==> src/rtl/seq_checker_sat_counter.sv <==
// Saturating up-counter with synchronous clear.
// A clear that coincides with an increment leaves the count at 1,
// so that event is not lost.
module sat_counter #(
  parameter int WIDTH = 8
) (
  input  logic             clk,
  input  logic             reset,
  input  logic             inc,
  input  logic             clr,
  output logic [WIDTH-1:0] count
);

  logic [WIDTH-1:0] count_q;
  logic [WIDTH-1:0] count_d;

  // Next count: clear has priority, an increment stops at all-ones.
  always_comb begin
    count_d = count_q;
    if (clr) begin
      if (inc) begin
        count_d = {{(WIDTH-1){1'b0}}, 1'b1};
      end else begin
        count_d = {WIDTH{1'b0}};
      end
    end else if (inc && (count_q != {WIDTH{1'b1}})) begin
      count_d = count_q + {{(WIDTH-1){1'b0}}, 1'b1};
    end else begin
      count_d = count_q;
    end
  end

  // Count register with synchronous reset.
  always_ff @(posedge clk) begin
    if (reset) begin
      count_q <= {WIDTH{1'b0}};
    end else begin
      count_q <= count_d;
    end
  end

  assign count = count_q;

endmodule

==> config.mk <==
export PLATFORM = sky130hd
export DESIGN_NAME = sat_counter
export DESIGN_NICKNAME = d
export VERILOG_FILES = /design/src/rtl/seq_checker_sat_counter.sv
export SDC_FILE = /design/constraint.sdc
export NUM_CORES = 1
export LEC_CHECK = 0
export ABC_CLOCK_PERIOD_IN_PS = 1800
export BUFFER_PORTS_ARGS = -buffer_cell sky130_fd_sc_hd__buf_2
export CELL_PAD_IN_SITES_DETAIL_PLACEMENT = 0
export CELL_PAD_IN_SITES_GLOBAL_PLACEMENT = 1
export CORE_AREA = 2 2 39 41
export CTS_CLUSTER_DIAMETER = 80
export DETAILED_ROUTE_END_ITERATION = 8
export DIE_AREA = 0 0 41 43
export PLACE_DENSITY_LB_ADDON = 0.1
export SLEW_MARGIN = 0
export SYNTH_ARGS = -nofsm -noshare
export SYNTH_HDL_FRONTEND = slang
export SYNTH_SLANG_ARGS = --single-unit
==> constraint.sdc <==
create_clock -name clk -period 1.8 [get_ports clk]
set_input_delay 0.18 -clock clk [delete_from_list [all_inputs] [get_ports clk]]
set_output_delay 0.18 -clock clk [all_outputs]
set_load 0.05 [all_outputs]
---- Word-level counts from Yosys, hierarchy flattened ----
Index checks and enable logic that the tools add are counted.
word-level totals
  flip-flop bits (word level) ............. 8
  input bits .............................. 4
  output and inout bits ................... 8
  word-level logic and storage cells ...... 8
operators by class
  add/subtract/negate cells ............... 1
  equality and inequality tests ........... 1
  mux-type cells .......................... 3
  reductions and logical operators ........ 2
operators with widths
  kind                   count
  $mux W8                2
  $add A8 B1 Y8 const B  1
  $ne A8 B8 Y1 const B   1
  $reduce_bool A2 Y1     1
  $logic_and A1 B1 Y1    1
  $mux W1                1

---- Depth between registers and ports, before layout ----
Gate-level depths: netlist of run 1.
  depth in word-level cells ............... 4
  gate-level depth with buffers ........... 4
  mapped depth without buffers ............ 4

---- Least setup slack after synthesis of run 1 ----
OpenSTA, ideal clock, no wires.
  path type ............................... flip-flop to flip-flop
  start point ............................. reg count_q[1] (netlist: count[1])
  end point ............................... reg count_q[5] (netlist: count[5])
  setup time .............................. 0.086 ns
  arrival time ............................ 1.544 ns
  data required time ...................... 1.714 ns
  slack ................................... 0.170 ns
  cell stages (with the launch flop) ...... 5
  path buffers ............................ 0
  period minus slack after synthesis ...... 1.630 ns
  cells stage by stage .................... dfxtp_1 > ha_1 > nand4_1 > and4_1 > a211oi_1
between the ends
  cells in the longest elaborated chain, start to end .. 3
  elaborated cells on any way between the ends .. 6
  those cells by class .................... add/sub (1); eq/ne (1); mux (2); reduce/logical (2)
ends and longest elaborated chain
  what                                                   RTL line  RTL
  from (decl)                                            14        logic [WIDTH-1:0] count_q;
  from (signal assigned)                                 36        count_q <= {WIDTH{1'b0}};
  from (signal assigned)                                 38        count_q <= count_d;
  $add A8 B1 Y8 / $ne A8 B8 Y1 (equally long branches)   27, 26
  $mux W8 / $logic_and A1 B1 Y1 (equally long branches)  26        end else if (inc && (count_q != {WIDTH{1'b1}})) begin
  $mux W8 / $reduce_bool A2 Y1 (equally long branches)   -
Parallel ways exist; a longest one is shown, timed or not. The select of a mux whose other input is x is not followed.
A chain may end at the register's enable or synchronous reset.

---- Worst setup path in the final report of run 1 ----
  start point ............................. reg count_q[0] (netlist: count[0])
  end point ............................... reg count_q[0] (netlist: count[0])
Same word-level chain as after synthesis.

==> results of run 1 <==
-- critical path: cells and delay by family (launching register included) --
family,cells,cell delay (ps)
AOI/OAI and AO/OA,2,470
DFF,1,370
adders and majority gates,1,240
and+or+nand+nor,1,190
-- per-stage QoR --
step	hold WS (ps)	utilization [%]	instance area [um2]
6_report	154	36.3	502
4_1_cts	143	36.3	502
5_1_grt	156	36.3	502
3_3_place_gp	419	34.6	479
3_5_place_dp	415	34.6	479
2_1_floorplan	282	-	412
-- area by class of cell --
type	count	area share [%]
Clock buffer	3	4.49
Inverter	1	0.748
Multi-Input combinational cell	34	47.9
Sequential cell	8	31.9
Tap cell	16	3.99
Timing Repair Buffer	11	11.0
-- metal layers --
layer  share of wire, %  wire length [um]  GRT usage (%)
met1                 47               428           15.5
met2                 46               415           16.9
met3                5.5                50           4.71
met4                1.0                 9           10.0
met5                  0                 0              0
-- final timing paths --
| check | from | endpoint | cells after the start |
|---|---|---|---|
| min | reset | count[0]$_SDFFE_PP0P_ | 2 |
| max reg2reg | count[0]$_SDFFE_PP0P_ | count[0]$_SDFFE_PP0P_ | 4 |
| min reg2reg | count[1]$_SDFFE_PP0P_ | count[1]$_SDFFE_PP0P_ | 2 |
| max | count[0]$_SDFFE_PP0P_ | count[0]$_SDFFE_PP0P_ | 4 |
-- cells by family after synthesis --
| group | Yosys count |
|---|---|
| AOI/OAI and AO/OA | 15 |
| and+or+nand+nor | 17 |
| adders and majority gates | 1 |
| muxes | 1 |
| buffers and inverters | 2 |
| DFF | 8 |
-- power groups by stage --
stage	Clock [mW]	Combinational, mW	Sequential (mW)
after floorplan	0	0.00969	0.193
after global placement	0	0.0279	0.185
after detailed placement	0	0.0276	0.186
after CTS	0.149	0.0276	0.182
after global routing	0.160	0.0299	0.182
final	0.136	0.0272	0.182
-- cells in the final DEF, fill, tap and decap left out, types with 2 or more instances in the layout --
master	Yosys	routed
sky130_fd_sc_hd__a21oi_1	3	3
sky130_fd_sc_hd__nand3_1	2	2
sky130_fd_sc_hd__clkbuf_4	0	3
sky130_fd_sc_hd__buf_2	0	11
sky130_fd_sc_hd__dfxtp_1	8	8
sky130_fd_sc_hd__nor3_1	3	3
sky130_fd_sc_hd__a211oi_1	2	2
sky130_fd_sc_hd__a31oi_1	3	3
sky130_fd_sc_hd__nand2_1	2	2
-- synthesized netlist by cell type (all sizes together), types with 2 or more instances --
master	n
nor3	3
and3	2
a211oi	2
nand3	2
a21oi	3
a31oi	3
and4	3
nand2	2
dfxtp	8
==> impl_metrics.yaml, run 1 <==
floorplan:
  die_w_um: 41
  placement_rows: 14
  core-area_mm2: 0.00138
  die-height_um: 43
  pin_count: 12
  die_area_mm2: 0.00176
  initial_core_util_pct: 29.7
finish:
  final-seq-area_um2: 160
  n_antenna_cell: 0
  finish.cell_count_without_fillers: 73
  largest_register_ff_count: 8
  net_count_of_the_finished_layout: 64
  multi_input_area_um2: 240
  area_delta_synth_final_pct: 21.9
  fill_cell_total_of_the_finished_layout: 159
  drive_above_1_share_pct: 29.8
timing:
  final_number_of_setup_violating_endpoints: 0
  setup_tns_ps: 0
  skew_ps: 0.268
  finalWorstPathRequiredPeriod_ps: 1350
  slew_viol_final: 0
  period_utilisation_layout_pct: 75.1
  setup_repair_after_global_routing_missed_its_margin: "false"
  hold_viol: 0
  timing.slew.headroom_pct: 81.5
  worst_slew_pin_slew_ps: 276
  postLayoutSetupSlackWorst_ps: 447
  maxClockFrequency_mhz: 739
cts:
  cts_htree_levels: 1
  cts_post_setup_buffers_inserted: 0
  cts_tree: "yes"
  cts-buffers-inserted: 3
  post_cts_resized: 0
  cts_root_buffer: "sky130_fd_sc_hd__clkbuf_4"
  clk_latency_ps: 250
  cts_hold_repair.buffers: 0
  clkSlewWorstSetupHoldPaths_ps: 50
  clock_path_buffers: 2
  clock_sink_count: 8
logic_synthesis:
  post_synth.cell_area_avg_um2: 9.36
  synth_async_sr_flop_share_pct: 0
  post_synth_inst_count: 44
  synth_top_area_share_pct: 38.9
  dominant_combinational_cell_family_by_area_after_synthesis: "simple AND/OR/NAND/NOR gates"
  yosysSeqAreaShare_pct: 38.9
  synth_edf_count: 0
  ys_top_cells_by_area: "sky130_fd_sc_hd__dfxtp_1 (39%), sky130_fd_sc_hd__a31oi_1 (4.6%), sky130_fd_sc_hd__a21oi_1 (3.6%)"
  synth_cell_type_count: 28
  yosys-mux-area-fraction_pct: 2.43
  yosys.area.top_type: "sky130_fd_sc_hd__dfxtp_1"
  synth_adder_area_share_pct: 3.04
  dominantRegCellSynth: "sky130_fd_sc_hd__dfxtp_1"
  yosys.area_share.simple_pct: 27.1
  synth_nets: 49
  yosysWarningCount: 0
  post_synth_xor_area_fraction_pct: 0
  synth_compound_area_share_pct: 25.8
  post_synthesis_sequential_element_count: 8
  post_synth_instance_area_um2: 412
pwr:
  fraction_of_power_consumed_by_sequential_logic_pct: 52.7
  internal_power_mw: 0.265
  pwr_density_cell_mw_per_mm2: 687
  power.leakage_nw: 0.215
  vdd_drop_max_v: 0.000261
  netSwitchingFraction_pct: 23.2
  share_comb_of_total_power_pct: 7.9
  switching_power_of_the_nets_mw: 0.0800
  power_mw: 0.345
  clockPowerShare_pct: 39.4
critical_path:
  chain_of_cells_forming_the_critical_path: "ha_1 -> nand4_1 -> o21a_1 -> o31ai_1"
  reg2reg_setup_slack_ps: 450
  slowest_stage: "sky130_fd_sc_hd__dfxtp_1"
  worstPathArrival_ps: 1520
  worstSetupStartpointType: "flip-flop"
  longest_individual_stage_delay_on_the_worst_path_ps: 370
  setup.worst_path.class: "reg -> reg"
  critPathMaxFanout: 5
  timing.critical_path.to_type: "flip-flop"
  critPathRequiredTime_ps: 1960
drt:
  initialDrtViolationCount: 7
  first_pass_iters: 4
  drt_wl_total_um: 903
  vias: 391
  final_antenna_net_count: 0
  drc_errors: 0
  routed_wire_length_per_instance_um: 12.4
  via_density_per_instance: 5.36
place:
  placed_cells: 70
  place_hpwl_um: 691
  routabilityCongestion: 0.716
  io_buffer_count: 11
  pre_cts_slack_ps: 451
grt:
  antenna_found_initial: 0
  grt_start_max_net_pins: 11
  gr-usage-all-layers_pct: 12.7
  global_route_wire_length_before_repair_um: 1420
  first_global_vias: 340
  globalRoute.totalOverflow: 0
run_status:
  status: "finished, final reports clean"
run:
  max_capacitance_violation_total: 0
min_path:
  timing.hold.worst.class: "in -> reg"
No activity file was read; power rests on OpenSTA's default activity.
==> run 2: changes to the inputs <==
--- a/config.mk
+++ b/config.mk
@@ -5,14 +5,14 @@
 export SDC_FILE = /design/constraint.sdc
 export NUM_CORES = 1
 export LEC_CHECK = 0
-export ABC_CLOCK_PERIOD_IN_PS = 1800
+export ABC_CLOCK_PERIOD_IN_PS = 1200
 export BUFFER_PORTS_ARGS = -buffer_cell sky130_fd_sc_hd__buf_2
 export CELL_PAD_IN_SITES_DETAIL_PLACEMENT = 0
 export CELL_PAD_IN_SITES_GLOBAL_PLACEMENT = 1
-export CORE_AREA = 2 2 39 41
+export CORE_MARGIN = 2
+export CORE_UTILIZATION = 31
 export CTS_CLUSTER_DIAMETER = 80
 export DETAILED_ROUTE_END_ITERATION = 8
-export DIE_AREA = 0 0 41 43
 export PLACE_DENSITY_LB_ADDON = 0.1
 export SLEW_MARGIN = 0
 export SYNTH_ARGS = -nofsm -noshare
==> constraint.sdc (replaced) <==
create_clock -name clk -period 1.2 [get_ports clk]
set_input_delay 0.12 -clock clk [delete_from_list [all_inputs] [get_ports clk]]
set_output_delay 0.12 -clock clk [all_outputs]
set_load 0.05 [all_outputs]
==> impl_metrics.yaml, run 2 (same netlist as run 1, synthesis figures left out) <==
critical_path:
  timing.critical_path.to_type: "flip-flop"
  longest_individual_stage_delay_on_the_worst_path_ps: 350
  critPathBufInv: 1
  worstSetupStartpointType: "flip-flop"
  critPathRequiredTime_ps: 1330
  crit_family: "flip-flops"
  critPathMaxFanout: 5
  worstPathArrival_ps: 1330
  slowest_stage: "sky130_fd_sc_hd__dfxtp_4"
  chain_of_cells_forming_the_critical_path: "ha_4 -> nand4_1 -> buf_4 -> o2111ai_2 -> o31ai_2"
  setup.worst_path.class: "reg -> reg"
timing:
  timing.slew.headroom_pct: 83.4
  finalWorstPathRequiredPeriod_ps: 1210
  postLayoutSetupSlackWorst_ps: -5.32
  setup_repair_after_global_routing_missed_its_margin: "true"
  hold_viol: 0
  skew_ps: 8.67
  slew_viol_final: 0
  worst_hold_slack_ps: 98.0
  maxClockFrequency_mhz: 830
  period_utilisation_layout_pct: 100
  final_number_of_setup_violating_endpoints: 1
  worst_slew_pin_slew_ps: 247
place:
  pre_cts_slack_ps: -61.4
  io_buffer_count: 11
  routabilityCongestion: 0.743
  dpl-instance-area_um2: 518
  place_hpwl_um: 697
cts:
  cts_hold_repair.buffers: 0
  clk_latency_ps: 260
  clock_sink_count: 8
  clkSlewWorstSetupHoldPaths_ps: 50
  cts_htree_levels: 1
  cts-buffers-inserted: 3
  clock_path_buffers: 2
  cts_root_buffer: "sky130_fd_sc_hd__clkbuf_4"
  cts_tree: "yes"
pwr:
  fraction_of_power_consumed_by_sequential_logic_pct: 50.6
  power_mw: 0.527
  power.leakage_nw: 0.236
  netSwitchingFraction_pct: 24.6
  internal_power_mw: 0.397
  vdd_drop_max_v: 0.000497
  pwr_density_cell_mw_per_mm2: 921
  clockPowerShare_pct: 39.4
  share_comb_of_total_power_pct: 10.0
  switching_power_of_the_nets_mw: 0.130
drt:
  via_density_per_instance: 5.59
  initialDrtViolationCount: 7
  final_antenna_net_count: 0
  drt_wl_total_um: 974
  routed_wire_length_per_instance_um: 13.0
  drc_errors: 0
  first_pass_iters: 4
  vias: 419
grt:
  global_route_wire_length_before_repair_um: 1440
  first_global_vias: 336
  gr-usage-all-layers_pct: 14.4
  globalRoute.totalOverflow: 0
  antenna_found_initial: 0
  grt_start_max_net_pins: 11
finish:
  most_used_cells_in_the_layout_excluding_fill_and_tap_cells: "sky130_fd_sc_hd__buf_2 (11), sky130_fd_sc_hd__dfxtp_4 (4), sky130_fd_sc_hd__dfxtp_2 (4)"
  largest_register_ff_count: 8
  net_count_of_the_finished_layout: 67
  final_cell_area_um2: 572
  area_delta_synth_final_pct: 38.9
  drive_above_1_share_pct: 53.3
  final_common_cell: "sky130_fd_sc_hd__buf_2"
  fill_cell_total_of_the_finished_layout: 129
  n_antenna_cell: 0
  fin_util_pct: 45.1
run_status:
  failed_checks: "negative setup slack"
  status: "finished, violations left"
min_path:
  timing.hold.worst.class: "in -> reg"
floorplan:
  placement_rows: 13
  core-area_mm2: 0.00127
  initial_core_util_pct: 32.4
  die_w_um: 40.4
  die_area_mm2: 0.00164
  die-height_um: 40.4
  pin_count: 12
run:
  max_capacitance_violation_total: 0
[run 2: repair_timing]
item / CTS / global route
resized for setup: 0 / 3
pin swaps: 3 / 1
endpoints found under the setup margin: 1 / 3
buffers inserted: 1 / 1
[run 2: through the flow]
step	std cells	setup TNS (ps)
after floorplan	44	-129
after global placement	70	-62.6
after detailed placement	70	-61.4
after CTS	74	0
after global routing	75	-113
final	75	-5.32
[run 2: worst paths after layout]
check                                           start               endpoint  slack (ps)  depth (start not counted)
worst max-delay path            count[0]$_SDFFE_PP0P_  count[0]$_SDFFE_PP0P_          -5                          5
worst min-delay path                            reset  count[0]$_SDFFE_PP0P_         100                          2
worst max register to register  count[0]$_SDFFE_PP0P_  count[0]$_SDFFE_PP0P_          -5                          5
worst min register to register  count[5]$_SDFFE_PP0P_  count[5]$_SDFFE_PP0P_         490                          1
[run 2: layer usage]
metal | share of wire (%) | track usage [%]
met1 | 42 | 16.7
met2 | 50 | 21.8
met3 | 6.2 | 5.00
met5 | 0 | 0
met4 | 1.7 | 10.0
[run 2: final cells by class]
| type | count | area (um2) | share of cell area (%) |
|---|---|---|---|
| inverter | 1 | 3.75 | 0.656 |
| sequential | 8 | 180 | 31.5 |
| clock buffer | 3 | 22.5 | 3.94 |
| timing repair buffer | 14 | 77.6 | 13.6 |
| tap | 15 | 18.8 | 3.28 |
| multi-input combinational | 34 | 269 | 47.0 |
[run 2: worst reg2reg max path, cell delays in order (launching register included)]
cell and delay (ps):
sky130_fd_sc_hd__dfxtp_4 350, sky130_fd_sc_hd__ha_4 150, sky130_fd_sc_hd__nand4_1 120, sky130_fd_sc_hd__buf_4 170
sky130_fd_sc_hd__o2111ai_2 200, sky130_fd_sc_hd__o31ai_2 90
[run 2: power by group through the flow]
stage	clock network [mW]	logic [mW]	registers, mW
finish	0.208	0.0527	0.266
global route	0.226	0.0571	0.266
CTS	0.211	0.0472	0.266
detailed placement	0	0.0471	0.272
global placement	0	0.0466	0.272
floorplan	0	0.0154	0.285
==> run 3: changes to the inputs <==
==> constraint.sdc (replaced) <==
create_clock -name clk -period 1.2 [get_ports clk]
set_input_delay 0.3 -clock clk [delete_from_list [all_inputs] [get_ports clk]]
set_output_delay 0.3 -clock clk [all_outputs]
set_load 0.05 [all_outputs]
==> impl_metrics.yaml, run 3 (same netlist as run 1, synthesis figures left out) <==
timing:
  worst_slew_pin_slew_ps: 237
  setup_repair_after_global_routing_missed_its_margin: "true"
  final_number_of_setup_violating_endpoints: 1
  skew_ps: 9.14
  finalWorstPathRequiredPeriod_ps: 1200
  period_utilisation_layout_pct: 100
  slew_viol_final: 0
  setup_tns_ps: -2.30
  timing.slew.headroom_pct: 84.1
  postLayoutSetupSlackWorst_ps: -2.30
  hold_viol: 0
  maxClockFrequency_mhz: 832
floorplan:
  placement_rows: 13
  pin_count: 12
  die_w_um: 40.4
  initial_core_util_pct: 32.4
  core-area_mm2: 0.00127
  die-height_um: 40.4
  die_area_mm2: 0.00164
pwr:
  power.leakage_nw: 0.227
  vdd_drop_max_v: 0.000497
  power_mw: 0.520
  pwr_density_cell_mw_per_mm2: 906
cts:
  cts_root_buffer: "sky130_fd_sc_hd__clkbuf_4"
  cts-buffers-inserted: 3
  clock_path_buffers: 2
  clk_latency_ps: 250
  clock_sink_count: 8
  cts_tree: "yes"
  cts_htree_levels: 1
  clkSlewWorstSetupHoldPaths_ps: 50
critical_path:
  worstPathArrival_ps: 1320
  setup.worst_path.class: "reg -> reg"
  timing.critical_path.to_type: "flip-flop"
  critPathMaxFanout: 5
  worstSetupStartpointType: "flip-flop"
  chain_of_cells_forming_the_critical_path: "ha_4 -> nand4_1 -> buf_4 -> o2111ai_1 -> o31ai_1"
  slowest_stage: "sky130_fd_sc_hd__dfxtp_4"
  longest_individual_stage_delay_on_the_worst_path_ps: 360
  critPathRequiredTime_ps: 1320
finish:
  net_count_of_the_finished_layout: 66
  final_common_cell: "sky130_fd_sc_hd__buf_4"
  drive_above_1_share_pct: 49.2
  area_delta_synth_final_pct: 39.5
  multi_input_area_um2: 258
  most_used_cells_in_the_layout_excluding_fill_and_tap_cells: "sky130_fd_sc_hd__buf_4 (6), sky130_fd_sc_hd__clkbuf_4 (5), sky130_fd_sc_hd__dfxtp_4 (4), sky130_fd_sc_hd__dfxtp_2 (4), sky130_fd_sc_hd__buf_2 (4)"
  final_cell_area_um2: 574
  finish.cell_count_without_fillers: 74
  largest_register_ff_count: 8
  fill_cell_total_of_the_finished_layout: 134
  n_antenna_cell: 0
  final-seq-area_um2: 180
run_status:
  status: "finished, violations left"
  failed_checks: "negative setup slack"
grt:
  grt_start_max_net_pins: 11
  antenna_found_initial: 0
  first_global_vias: 338
  global_route_wire_length_before_repair_um: 1450
  globalRoute.totalOverflow: 0
  gr-usage-all-layers_pct: 14.5
place:
  io_buffer_count: 11
  place_hpwl_um: 697
  dpl-instance-area_um2: 518
  placed_cells: 70
  pre_cts_slack_ps: -61.4
  routabilityCongestion: 0.743
run:
  max_capacitance_violation_total: 0
drt:
  first_pass_iters: 4
  initialDrtViolationCount: 8
  routed_wire_length_per_instance_um: 12.4
  via_density_per_instance: 5.64
  final_antenna_net_count: 0
  vias: 417
  drc_errors: 0
  drt_wl_total_um: 914
min_path:
  timing.hold.worst.class: "in -> reg"
[run 3: worst paths after layout]
check / start / endpoint / slack (ps) / cells past startpoint
hold / removal: reset / count[0]$_SDFFE_PP0P_ / 280 / 2
hold reg to reg: count[6]$_SDFFE_PP0P_ / count[6]$_SDFFE_PP0P_ / 500 / 1
setup / recovery: count[1]$_SDFFE_PP0P_ / count[0]$_SDFFE_PP0P_ / -2 / 5
setup reg to reg: count[1]$_SDFFE_PP0P_ / count[0]$_SDFFE_PP0P_ / -2 / 5
[run 3: what timing repair did]
action | CTS | global route
endpoints found under the hold margin | 0 | 0
buffers inserted | 1 | 0
endpoints found under the setup margin | 5 | 6
pin swaps | 3 | 1
gates resized for setup | 5 | 5
hold buffers | 0 | 0
[run 3: worst max-delay path: cells and delay by family, from the launching register on]
family          cells  cell delay, ps
flops               1             360
compound gates      2             280
simple gates        1             130
buf+inv             1             170
fa+ha+maj           1             140
[run 3: report_power, final]
group	internal (mW)	total, mW	switching, mW
Sequential	0.263	0.266	0.00380
Clock	0.114	0.203	0.0888
Combinational	0.0203	0.0505	0.0303
Total	0.397	0.520	0.123
[run 3: area by class of cell]
cell class	instances	share of cell area, %
Sequential cell	8	31.4
Tap cell	15	3.27
Timing Repair Buffer	13	15.9
Multi-Input combinational cell	34	44.9
Clock buffer	3	3.92
Inverter	1	0.654
[run 3: routing by layer]
| layer | global-route usage [%] | part of all wire, % | routed length (um) | up-vias |
|---|---|---|---|---|
| li1 | - | - | - | 209 |
| met1 | 16.3 | 46 | 423 | 197 |
| met2 | 22.6 | 49 | 448 | 9 |
| met3 | 5.00 | 3.7 | 34 | 2 |
| met4 | 10.0 | 0.88 | 8 | 0 |
| met5 | 0 | 0 | 0 | - |
[run 3: metrics by stage]
stage / hold WS [ps] / util [%]
floorplan: 391 / -
global placement: 467 / 40.8
detailed placement: 482 / 40.8
CTS: 279 / 44.3
global route: 295 / 45.3
finish: 281 / 45.3
